### src/rtl/sys_array_feeder.sv
// Systolic-array front end: loads the weight matrix, pulses weight_load, then feeds
// input vectors into the rows with a diagonal skew and flushes zeros until the array drains.
module sys_array_feeder #(
  parameter int DATA_WIDTH = 8,
  parameter int ARRAY_H    = 4,
  parameter int ARRAY_W    = 4
) (
  input  logic                                   clk,
  input  logic                                   reset_n,
  input  logic                                   start,
  input  logic                                   w_valid,
  output logic                                   w_ready,
  input  logic [ARRAY_W*DATA_WIDTH-1:0]          w_data,
  input  logic                                   x_valid,
  output logic                                   x_ready,
  input  logic [ARRAY_H*DATA_WIDTH-1:0]          x_data,
  input  logic                                   x_last,
  output logic                                   weight_load,
  output logic [ARRAY_H*ARRAY_W*DATA_WIDTH-1:0]  weight_data,
  output logic [ARRAY_H*DATA_WIDTH-1:0]          array_in,
  output logic [ARRAY_H-1:0]                     array_in_valid,
  output logic                                   busy,
  output logic                                   done
);

  localparam int ROW_BITS  = ARRAY_W * DATA_WIDTH;
  localparam int RW        = (ARRAY_H > 1) ? $clog2(ARRAY_H) : 1;
  localparam int FLUSH_LEN = ARRAY_H + ARRAY_W - 1;
  localparam int FW        = $clog2(ARRAY_H + ARRAY_W);

  localparam logic [2:0] S_IDLE   = 3'd0;
  localparam logic [2:0] S_LOAD   = 3'd1;
  localparam logic [2:0] S_APPLY  = 3'd2;
  localparam logic [2:0] S_STREAM = 3'd3;
  localparam logic [2:0] S_FLUSH  = 3'd4;
  localparam logic [2:0] S_DONE   = 3'd5;

  logic [2:0]                      state;
  logic [RW-1:0]                   wrow;
  logic [FW-1:0]                   flush_cnt;
  logic [ARRAY_H*DATA_WIDTH-1:0]   feed_data;
  logic                            feed_valid;

  // Handshake readiness and status are pure decodes of state, so an async reset
  // clears them the instant reset_n falls.
  assign w_ready     = (state == S_LOAD);
  assign x_ready     = (state == S_STREAM);
  assign weight_load = (state == S_APPLY);
  assign busy        = (state != S_IDLE);
  assign done        = (state == S_DONE);

  // NOTE: every output of always_comb is given a default first so no path leaves it
  // unassigned; otherwise synthesis infers a latch to hold the old value.
  always_comb begin
    feed_data  = '0;
    feed_valid = 1'b0;
    if (x_valid && x_ready) begin
      feed_data  = x_data;
      feed_valid = 1'b1;
    end
  end

  // NOTE: sequential state uses non-blocking assignments so every register samples
  // the pre-edge values; blocking here would create order-dependent races.
  always_ff @(posedge clk or negedge reset_n) begin
    if (!reset_n) begin
      state       <= S_IDLE;
      wrow        <= '0;
      flush_cnt   <= '0;
      weight_data <= '0;
    end else begin
      case (state)
        S_IDLE: if (start) state <= S_LOAD;
        S_LOAD: begin
          if (w_valid) begin
            weight_data[wrow*ROW_BITS +: ROW_BITS] <= w_data;
            if (wrow == RW'(ARRAY_H - 1)) begin
              wrow  <= '0;
              state <= S_APPLY;
            end else begin
              wrow <= wrow + 1'b1;
            end
          end
        end
        S_APPLY: state <= S_STREAM;
        S_STREAM: begin
          if (x_valid && x_last) begin
            state     <= S_FLUSH;
            flush_cnt <= FW'(FLUSH_LEN - 1);
          end
        end
        S_FLUSH: begin
          if (flush_cnt == '0) state <= S_DONE;
          else                 flush_cnt <= flush_cnt - 1'b1;
        end
        S_DONE:  state <= S_IDLE;
        default: state <= S_IDLE;
      endcase
    end
  end

  // Row r is a depth r+1 shift register; its last stage drives the array row.
  for (genvar r = 0; r < ARRAY_H; r++) begin : g_row
    logic [DATA_WIDTH-1:0] sd [0:r];
    logic                  sv [0:r];

    // NOTE: the skew stages are storage but are still reset, because the array must
    // see clean zeros (and no stray valid) on its rows straight out of reset.
    always_ff @(posedge clk or negedge reset_n) begin
      if (!reset_n) begin
        for (int s = 0; s <= r; s++) begin
          sd[s] <= '0;
          sv[s] <= 1'b0;
        end
      end else begin
        sd[0] <= feed_data[r*DATA_WIDTH +: DATA_WIDTH];
        sv[0] <= feed_valid;
        for (int s = 1; s <= r; s++) begin
          sd[s] <= sd[s-1];
          sv[s] <= sv[s-1];
        end
      end
    end

    assign array_in[r*DATA_WIDTH +: DATA_WIDTH] = sd[r];
    assign array_in_valid[r]                    = sv[r];
  end

endmodule
### config.mk
export PLATFORM = sky130hd
export DESIGN_NAME = sys_array_feeder
export DESIGN_NICKNAME = d
export VERILOG_FILES = /design/src/rtl/sys_array_feeder.sv
export SDC_FILE = /design/constraint.sdc
export NUM_CORES = 1
export LEC_CHECK = 0
export CAP_MARGIN = 20
export CORE_UTILIZATION = 53
export CTS_BUF_LIST = sky130_fd_sc_hd__clkbuf_2 sky130_fd_sc_hd__clkbuf_4 sky130_fd_sc_hd__clkbuf_8
export CTS_CLUSTER_SIZE = 12
export DETAILED_ROUTE_END_ITERATION = 8
export PLACE_DENSITY = 0.95
export REMOVE_ABC_BUFFERS = 1
export SLEW_MARGIN = 20
export SYNTH_ARGS = -nofsm -noshare
export SYNTH_HDL_FRONTEND = slang
export SYNTH_SLANG_ARGS = --single-unit
### constraint.sdc
create_clock -name clk -period 4.1 [get_ports clk]
set_input_delay 0.41 -clock clk [delete_from_list [all_inputs] [get_ports clk]]
set_output_delay 0.41 -clock clk [all_outputs]
set_load 0.1 [all_outputs]
==> metrics <==
top-count cell post-synth=dfrtp_1; Tcrit/Tclk final=70.0%; Max Slew Vio Count=0; M1 wire length=9.10 mm; top_reg_cell synth=dfrtp_1; vias=6952; Setup violations, final=0; Hold WS=-0.0122 ns; die area=16700 um2; post-CTS sizing=0; R2R depth=5; startpoint types=flop; Tightest Pin Transition=1.05 ns; Post-layout nets=1057; core footprint=15800 um2; Syn Std Cell Area=8590 um2; post-route ant nets=0; drt pass-1 iters=5; FF-to-FF End=weight_data[53]; Synth area leader=dfrtp_1; mux cell area share after synthesis=0%; largest family of logic cells by synthesized area=simple AND/OR/NAND/NOR gates; Worst-path clk slew=0.06 ns; pin count of the biggest net entering global routing=127; GRT Util Overall=29.2%; synthesis-stage register bit count=220; Clock Skew=0.0212 ns; compound-cell area share of the yosys netlist=8.30%; failing checks=negative hold slack; antenna violations before repair=1; fin util=72.9%; vias in the first global route=6840; Synth Area in Simple Gates=14.3%; Adder-Cell Fraction of Synth Area=1.16%; Critical Path RT=3.69 ns; Seq/Total Area, Yosys=64.1%; Initial Util=54.3%; outcome=finished with violations; Starting DRT DRC Count=724; synthesized area per cell=11.0 um2; P&R area growth vs syn=34.3%; hold crit path type=in2async; Post-synth EDFFs=0; total grt overflow=0; CTS max path bufs=3; final critical-path required period=2.87 ns; Yosys top cell area share=64.1%; CP Max Fanout=8; Gate Count Post-Synth=779; Post-CTS Hold Buffers=0; share of cells above drive strength 1=8.59%; die width=129 um; total number of H-tree levels=2; TritonCTS buffer count=36; WS Path Type=reg2out; Post-synth top cells=220 x dfrtp_1, 133 x inv_1, 131 x o21ai_1; # rows=46; CTS tree=built; Netlist cell types=32; hpwl dp=15.2 mm; first-pass GRT wire length=37.2 mm; Skew-Pair Late Insertion Delay=0.52 ns; global placement routability congestion=0.816; top post-synthesis cells by area=dfrtp_1 64%, nand4_1 9.3%, o21ai_1 7.6%; post-synthesis xor/xnor area fraction=0%; Buffers on Ports=238; critical path arrival=2.46 ns; WL final=24.2 mm; Die Ht=129 um; f_max=349 MHz; Slew headroom=29.6%; setup tns final=0 ns; Fill cells=1017; CP endpoint kind=output pin; Clock Sink Count=220; Met3 Routed Length=2.17 mm; uppermost layer routed=met4; DR vias/cell=5.71; # IOs=239; setup bufs post-CTS=0; CTS Root Cell=clkbuf_8; unrepaired setup endpoints after global routing=false; Final Hold Fails=21; max cap viols=0; warnings from Yosys=0; RR Startpoint=wrow[0]; r2r setup slk=1.23 ns; met2 WL=11.8 mm; DR WL/cell=19.9 um; FFs w/ async S/R, synth=100%; DRC=0
## flip-flops by register name, indices dropped and copies added, names as in the netlist
name and count:
wrow 2, state 3, array_in 24, g_row.sv 3, flush_cnt 3, g_row.sd 56, weight_data 128, array_in_valid 1
## metal layers
layer | track usage [%] | up-vias
li1 | - | 3023
met1 | 37.5 | 3409
met2 | 47.1 | 431
met3 | 6.15 | 89
met4 | 15.1 | 0
met5 | 0 | -
## cells by family (layout without fill, tap and decap cells)
family                     Yosys count  after routing
AOI/OAI and AO/OA                  139            139
other                                0              1
adders and majority gates            8              8
buffers and inverters              222            444
and+or+nand+nor                    190            190
DFF                                220            220
## cell type report
cell class	count	area [um2]	share of cell area [%]
sequential	220	5510	47.7
clock inverter	4	31.3	0.271
clock buffer	56	677	5.86
antenna	1	2.50	0.0217
timing repair buffer	250	2490	21.5
multi-input combinational	337	2070	17.9
inverter	134	503	4.36
tap	216	270	2.34
## critical path: stages (launching register included)
cell,delay [ns]
dfrtp_1,0.49
nor3b_1,0.28
clkdlybuf4s50_1,1.18
## worst max-delay path by stage
stage                   from              end  slack (ns)
global route         wrow[0]  weight_data[53]        1.07
detailed placement   wrow[0]  weight_data[41]        1.31
global placement     wrow[0]  weight_data[63]        1.47
CTS                 state[2]      weight_load        1.20
finish              state[0]          w_ready        1.23
floorplan           state[1]   weight_data[0]        0.36
## layout by cell type, fill, tap and decap left out, types with 2 or more instances in the layout
cell type and instances:
nand2_1 7, clkdlybuf4s50_1 236, and2_4 4, o21ai_1 131, a2bb2oi_1 2, nand4_1 128, and3_1 32, inv_6 3
ha_1 7, nor4b_4 2, o211ai_1 2, clkbuf_8 41, or3_1 2, clkbuf_4 15, inv_1 133, dfrtp_1 220
nor3b_1 3, buf_4 12, nor2_1 3
## stage by stage
step / instances / worst slack (ns) / hold WS (ns) / area, um2
floorplan: 691 / 0.363 / 0.114 / 8050
global placement: 1157 / 1.47 / 0.331 / 10800
detailed placement: 1157 / 1.31 / 0.335 / 10800
CTS: 1217 / 1.20 / 0.0280 / 11500
global route: 1218 / 1.07 / 0.0535 / 11500
finish: 1218 / 1.23 / -0.0122 / 11500
Power is not shown: default switching activity piles up to over one toggle a cycle in this logic, so the estimate is an artifact.
==> patch 1 (same settings) <==
Make the reset (`reset_n`) synchronous in 2 clocked blocks. Comments in the files are not updated.
--- a/src/rtl/sys_array_feeder.sv
+++ b/src/rtl/sys_array_feeder.sv
@@ -63,5 +63,5 @@
   // NOTE: sequential state uses non-blocking assignments so every register samples
   // the pre-edge values; blocking here would create order-dependent races.
-  always_ff @(posedge clk or negedge reset_n) begin
+  always_ff @(posedge clk) begin
     if (!reset_n) begin
       state       <= S_IDLE;
@@ -107,5 +107,5 @@
     // NOTE: the skew stages are storage but are still reset, because the array must
     // see clean zeros (and no stray valid) on its rows straight out of reset.
-    always_ff @(posedge clk or negedge reset_n) begin
+    always_ff @(posedge clk) begin
       if (!reset_n) begin
         for (int s = 0; s <= r; s++) begin
Check against the original RTL: differs if reset_n is asserted again (counterexample within 4 cycles, from zero or initial values and one cycle with reset_n low); with reset_n held inactive, the same outputs for 4 cycles.
==> patch 1 against the original RTL <==
Die area down 5.6%; setup slack worse by 89 ps; sequential share of layout area down 7.3 points; wire length down 11%; cell area down 3.9%; highest routed layer unchanged; non-clock buffer count unchanged; area after synthesis down 5.7%; via count down 2.1%; the flow finishes with violations (design-rule violations); synthesized cell count up 9.1%; sequential cell count up 4; count of clock-buffer cells in the layout down 2.
==> patch 1: results (changes against the original RTL) <==
layout:
  final_layout_size_suffix_gt1_frac: 0.0781  # was 0.0859
  nFillCells: 975  # was 1,017
  layout.nets: 1130  # was 1,057
  stdcell_count: 1259  # was 1,218
  antenna_cells: 0  # was 1
synthesis:
  synthArstFlopShare: 0  # was 1.00
  synth_ff_type: "dfxtp_1"  # was dfrtp_1
  ys_top_cells_by_count: "dfxtp_1 (224), nand2_1 (137), nand3_1 (131), a21boi_1 (126), and2_1 (89)"  # was dfrtp_1 (220), inv_1 (133), o21ai_1 (131), nand4_1 (128), and3_1 (32)
  synth_compound_area_frac: 0.128  # was 0.0830
  synth.area.top_cells: "dfxtp_1 (55%), a21boi_1 (12%), nand3_1 (8.1%)"  # was dfrtp_1 (64%), nand4_1 (9.3%), o21ai_1 (7.6%)
  seq_area_frac_synth: 0.553  # was 0.641
  synth_fa_ha_area_frac: 0.0124  # was 0.0116
  muxShareOfSynthArea: 0.00124  # was 0
  synth.distinct_cells: 40  # was 32
  postSynthCellCount: 850  # was 779
hold_path:
  min_path_type: "flop to flop"  # was input port to asynchronous set/reset pin
drt:
  wl_met1_um: 8210  # was 9100 um
  dr.first_iter.drc_count: 530  # was 724
  routed_wl_um: 21500  # was 24,200 um
  wl_met3_um: 2330  # was 2170 um
  drc: 22  # was 0
  drt_first_pass_iters: 9  # was 5
  wl_met2_um: 10500  # was 11,800 um
  dr_total_vias: 6809  # was 6,952
sta:
  worst_pin_slew_ps: 1180  # was 1050 ps
  fmax_mhz: 338  # was 349 MHz
  timing.hold.ws_ps: 430  # was -12.2 ps
  skew_ps: 15.3  # was 21.2 ps
place:
  placed_cells: 1196  # was 1,157
  hpwl_um: 13900  # was 15,200 um
  placed_area_um2: 10300  # was 10,800 um^2
critical_path:
  ff2ff_setup_slack_ps: 1400  # was 1230 ps
  crit_fanout: 11  # was 8
  slowest_stage: "clkdlybuf4s50_1"  # unchanged
  critPathArrivalTime_ps: 2550  # was 2460 ps
grt:
  grt_antenna_before_repair: 0  # was 1
  grt_pass1_wl_um: 34000  # was 37,200 um
  grt_start_max_net_pins: 103  # was 127
  grt_usage: 0.270  # was 0.292
  met2_usage: 0.475  # was 0.471
  grt_pass1_vias: 6729  # was 6,840
  grt_use_met1: 0.303  # was 0.375
  met3_usage: 0.0879  # was 0.0615
status:
  violations: "design-rule violations"  # was negative hold slack
  outcome: "finished, violations left"  # unchanged
clock_tree:
  clock-root-buffer: "clkbuf_8"  # unchanged
  cts_made_buffers: 37  # was 36
floorplan:
  dieArea_um2: 15800  # was 16,700 um^2
-- patch 1: worst paths after layout --
check	from	to	cells past startpoint
max	state[0]	w_ready	3
min	g_row[3].sd[0][0]	g_row[3].sd[1][0]	1
max reg2reg	wrow[0]	weight_data[61]	6
min reg2reg	g_row[3].sd[0][0]	g_row[3].sd[1][0]	1
-- patch 1: power groups by stage --
stage	clock (uW)	sequential, uW	combinational (uW)
detailed placement	0	2260	408
floorplan	0	2370	112
finish	2010	2210	410
global placement	0	2260	403
global route	2150	2210	428
CTS	2040	2210	410
-- patch 1: layout make-up --
| type | count | area (um^2) | share of cell area |
|---|---|---|---|
| inverter | 7 | 26.3 | 0.00237 |
| sequential | 224 | 4480 | 0.404 |
| clock inverter | 8 | 92.6 | 0.00834 |
| timing repair buffer | 250 | 2500 | 0.225 |
| tap | 184 | 230 | 0.0207 |
| multi-input combinational | 532 | 3100 | 0.279 |
| clock buffer | 54 | 668 | 0.0602 |
==> patch 2 (config.mk and constraints unchanged) <==
Made on the original files. The parameter `DATA_WIDTH` goes from 8 to 12.
--- a/src/rtl/sys_array_feeder.sv
+++ b/src/rtl/sys_array_feeder.sv
@@ -2,5 +2,5 @@
 // input vectors into the rows with a diagonal skew and flushes zeros until the array drains.
 module sys_array_feeder #(
-  parameter int DATA_WIDTH = 8,
+  parameter int DATA_WIDTH = 12,
   parameter int ARRAY_H    = 4,
   parameter int ARRAY_W    = 4
Interface: changed (resized array_in, w_data, weight_data and x_data); port bits go from 239 to 351. The function was not compared with the original's and may differ.
==> patch 2 against the original RTL <==
Clock skew grew 2.0 ps; wire length grew 67%; setup slack lost 320 ps; fmax shrank 10%; highest routed layer unchanged; die area grew 51%; area after synthesis grew 52%; cell area grew 52%; synthesized cell count grew 41%; sequential cell count grew 104.
Power is not shown: default switching activity piles up to over one toggle a cycle in this logic, so the estimate is an artifact.
==> patch 2: results (changes against the original RTL) <==
sta:
  relSlewSlack: 0.226  # was 0.296
  timing.hold.ws_ps: 344  # was -12.2 ps
  skew_ps: 23.2  # was 21.2 ps
place:
  port_buffers: 350  # was 238
  hpwl_um: 26500  # was 15,200 um
  placed_area_um2: 16500  # was 10,800 um^2
  placed_cells: 1648  # was 1,157
  place_congestion: 0.883  # was 0.816
  place_worst_setup_slack_ps: 1020  # was 1310 ps
status:
  outcome: "completed"  # was finished, violations left
layout:
  final_layout_size_suffix_gt1_frac: 0.107  # was 0.0859
  top_register: "weight_data"  # unchanged
  stdcell_count: 1735  # was 1,218
  largest_reg_flops: 192  # was 128
  layout.nets: 1487  # was 1,057
grt:
  met2_usage: 0.520  # was 0.471
  grt_usage: 0.320  # was 0.292
  grt_use_met1: 0.394  # was 0.375
  grt_pass1_vias: 10800  # was 6,840
  grt_pass1_wl_um: 62400  # was 37,200 um
  grt_start_max_net_pins: 116  # was 127
  grt_antenna_before_repair: 1  # unchanged
  met3_usage: 0.0729  # was 0.0615
synthesis:
  synth.distinct_cells: 53  # was 32
  ys_top_cells_by_count: "dfrtp_1 (324), o21ai_0 (88), inv_1 (70), nand4_1 (64), and3_1 (62)"  # was dfrtp_1 (220), inv_1 (133), o21ai_1 (131), nand4_1 (128), and3_1 (32)
  synth.area.top_cells: "dfrtp_1 (62%), o21ai_0 (3.4%), nand4_1 (3.1%)"  # was dfrtp_1 (64%), nand4_1 (9.3%), o21ai_1 (7.6%)
  synthArstFlopShare: 1.00  # unchanged
  syn_area_per_cell_um2: 11.9  # was 11.0 um^2
  yosys_warnings: 0  # unchanged
  seq_area_frac_synth: 0.619  # was 0.641
  synth_ff_type: "dfrtp_1"  # unchanged
drt:
  viasPerCell: 6.13  # was 5.71
  top_layer: "met4"  # unchanged
  wl_met1_um: 14500  # was 9100 um
  drt_first_pass_iters: 6  # was 5
  drc: 0  # unchanged
  wl_met2_um: 19700  # was 11,800 um
  dr.first_iter.drc_count: 1040  # was 724
  wl_met3_um: 3740  # was 2170 um
  avgRoutedWirePerCell_um: 23.3  # was 19.9 um
clock_tree:
  ctsHoldBuffers: 1  # was 0
  clock-root-buffer: "clkbuf_8"  # unchanged
  insertion_delay_ps: 570  # was 520 ps
  post_cts_buffers: 0  # unchanged
  clockBufferDepth: 3  # unchanged
  cts_made_buffers: 50  # was 36
  htree_levels: 2  # unchanged
critical_path:
  regToRegStartpoint: "wrow[0]"  # unchanged
  regToRegEndpoint: "weight_data[115]"  # was weight_data[53]
  max_stage_delay_ps: 1050  # was 1180 ps
  slowest_stage: "or4_1"  # was clkdlybuf4s50_1
  crit_fanout: 39  # was 8
  critPathArrivalTime_ps: 3670  # was 2460 ps
  crit_family: "simple AND/OR/NAND/NOR gates"  # was buffers and inverters
hold_path:
  hold_path_end: "array_in[24]"
  hold_path_depth: 0
  min_path_type: "flop to flop"  # was input port to asynchronous set/reset pin
  holdCritStartpoint: "g_row[2].sd[12]"
==> patch 2: how the worst max path moves through the flow <==
stage,start,endpoint,slack (ps),depth (start not counted)
floorplan,wrow[0],weight_data[112],-1110,5
global placement,wrow[0],weight_data[113],1240,5
detailed placement,w_valid,weight_data[61],1020,5
CTS,state[0],w_ready,960,3
global route,wrow[0],weight_data[115],800,5
finish,wrow[0],weight_data[115],910,5
==> patch 2: layout make-up <==
class                      count  area, um^2
antenna                        1        2.50
sequential                   324        8110
tap                          324         405
fill                        1555        6680
inverter                      72         270
multi-input combinational    560        4040
timing repair buffer         370        3690
clock inverter                10         133
clock buffer                  74         925
==> patch 2: logic make-up after synthesis <==
logic type | Yosys count | synth area share
AO/OA/AOI/OAI | 316 | 0.170
adder cells (fa/ha/maj) | 7 | 0.00669
multiplexers | 21 | 0.0168
AND/OR/NAND/NOR | 216 | 0.110
buffers and inverters | 212 | 0.0765
flip-flops | 324 | 0.619
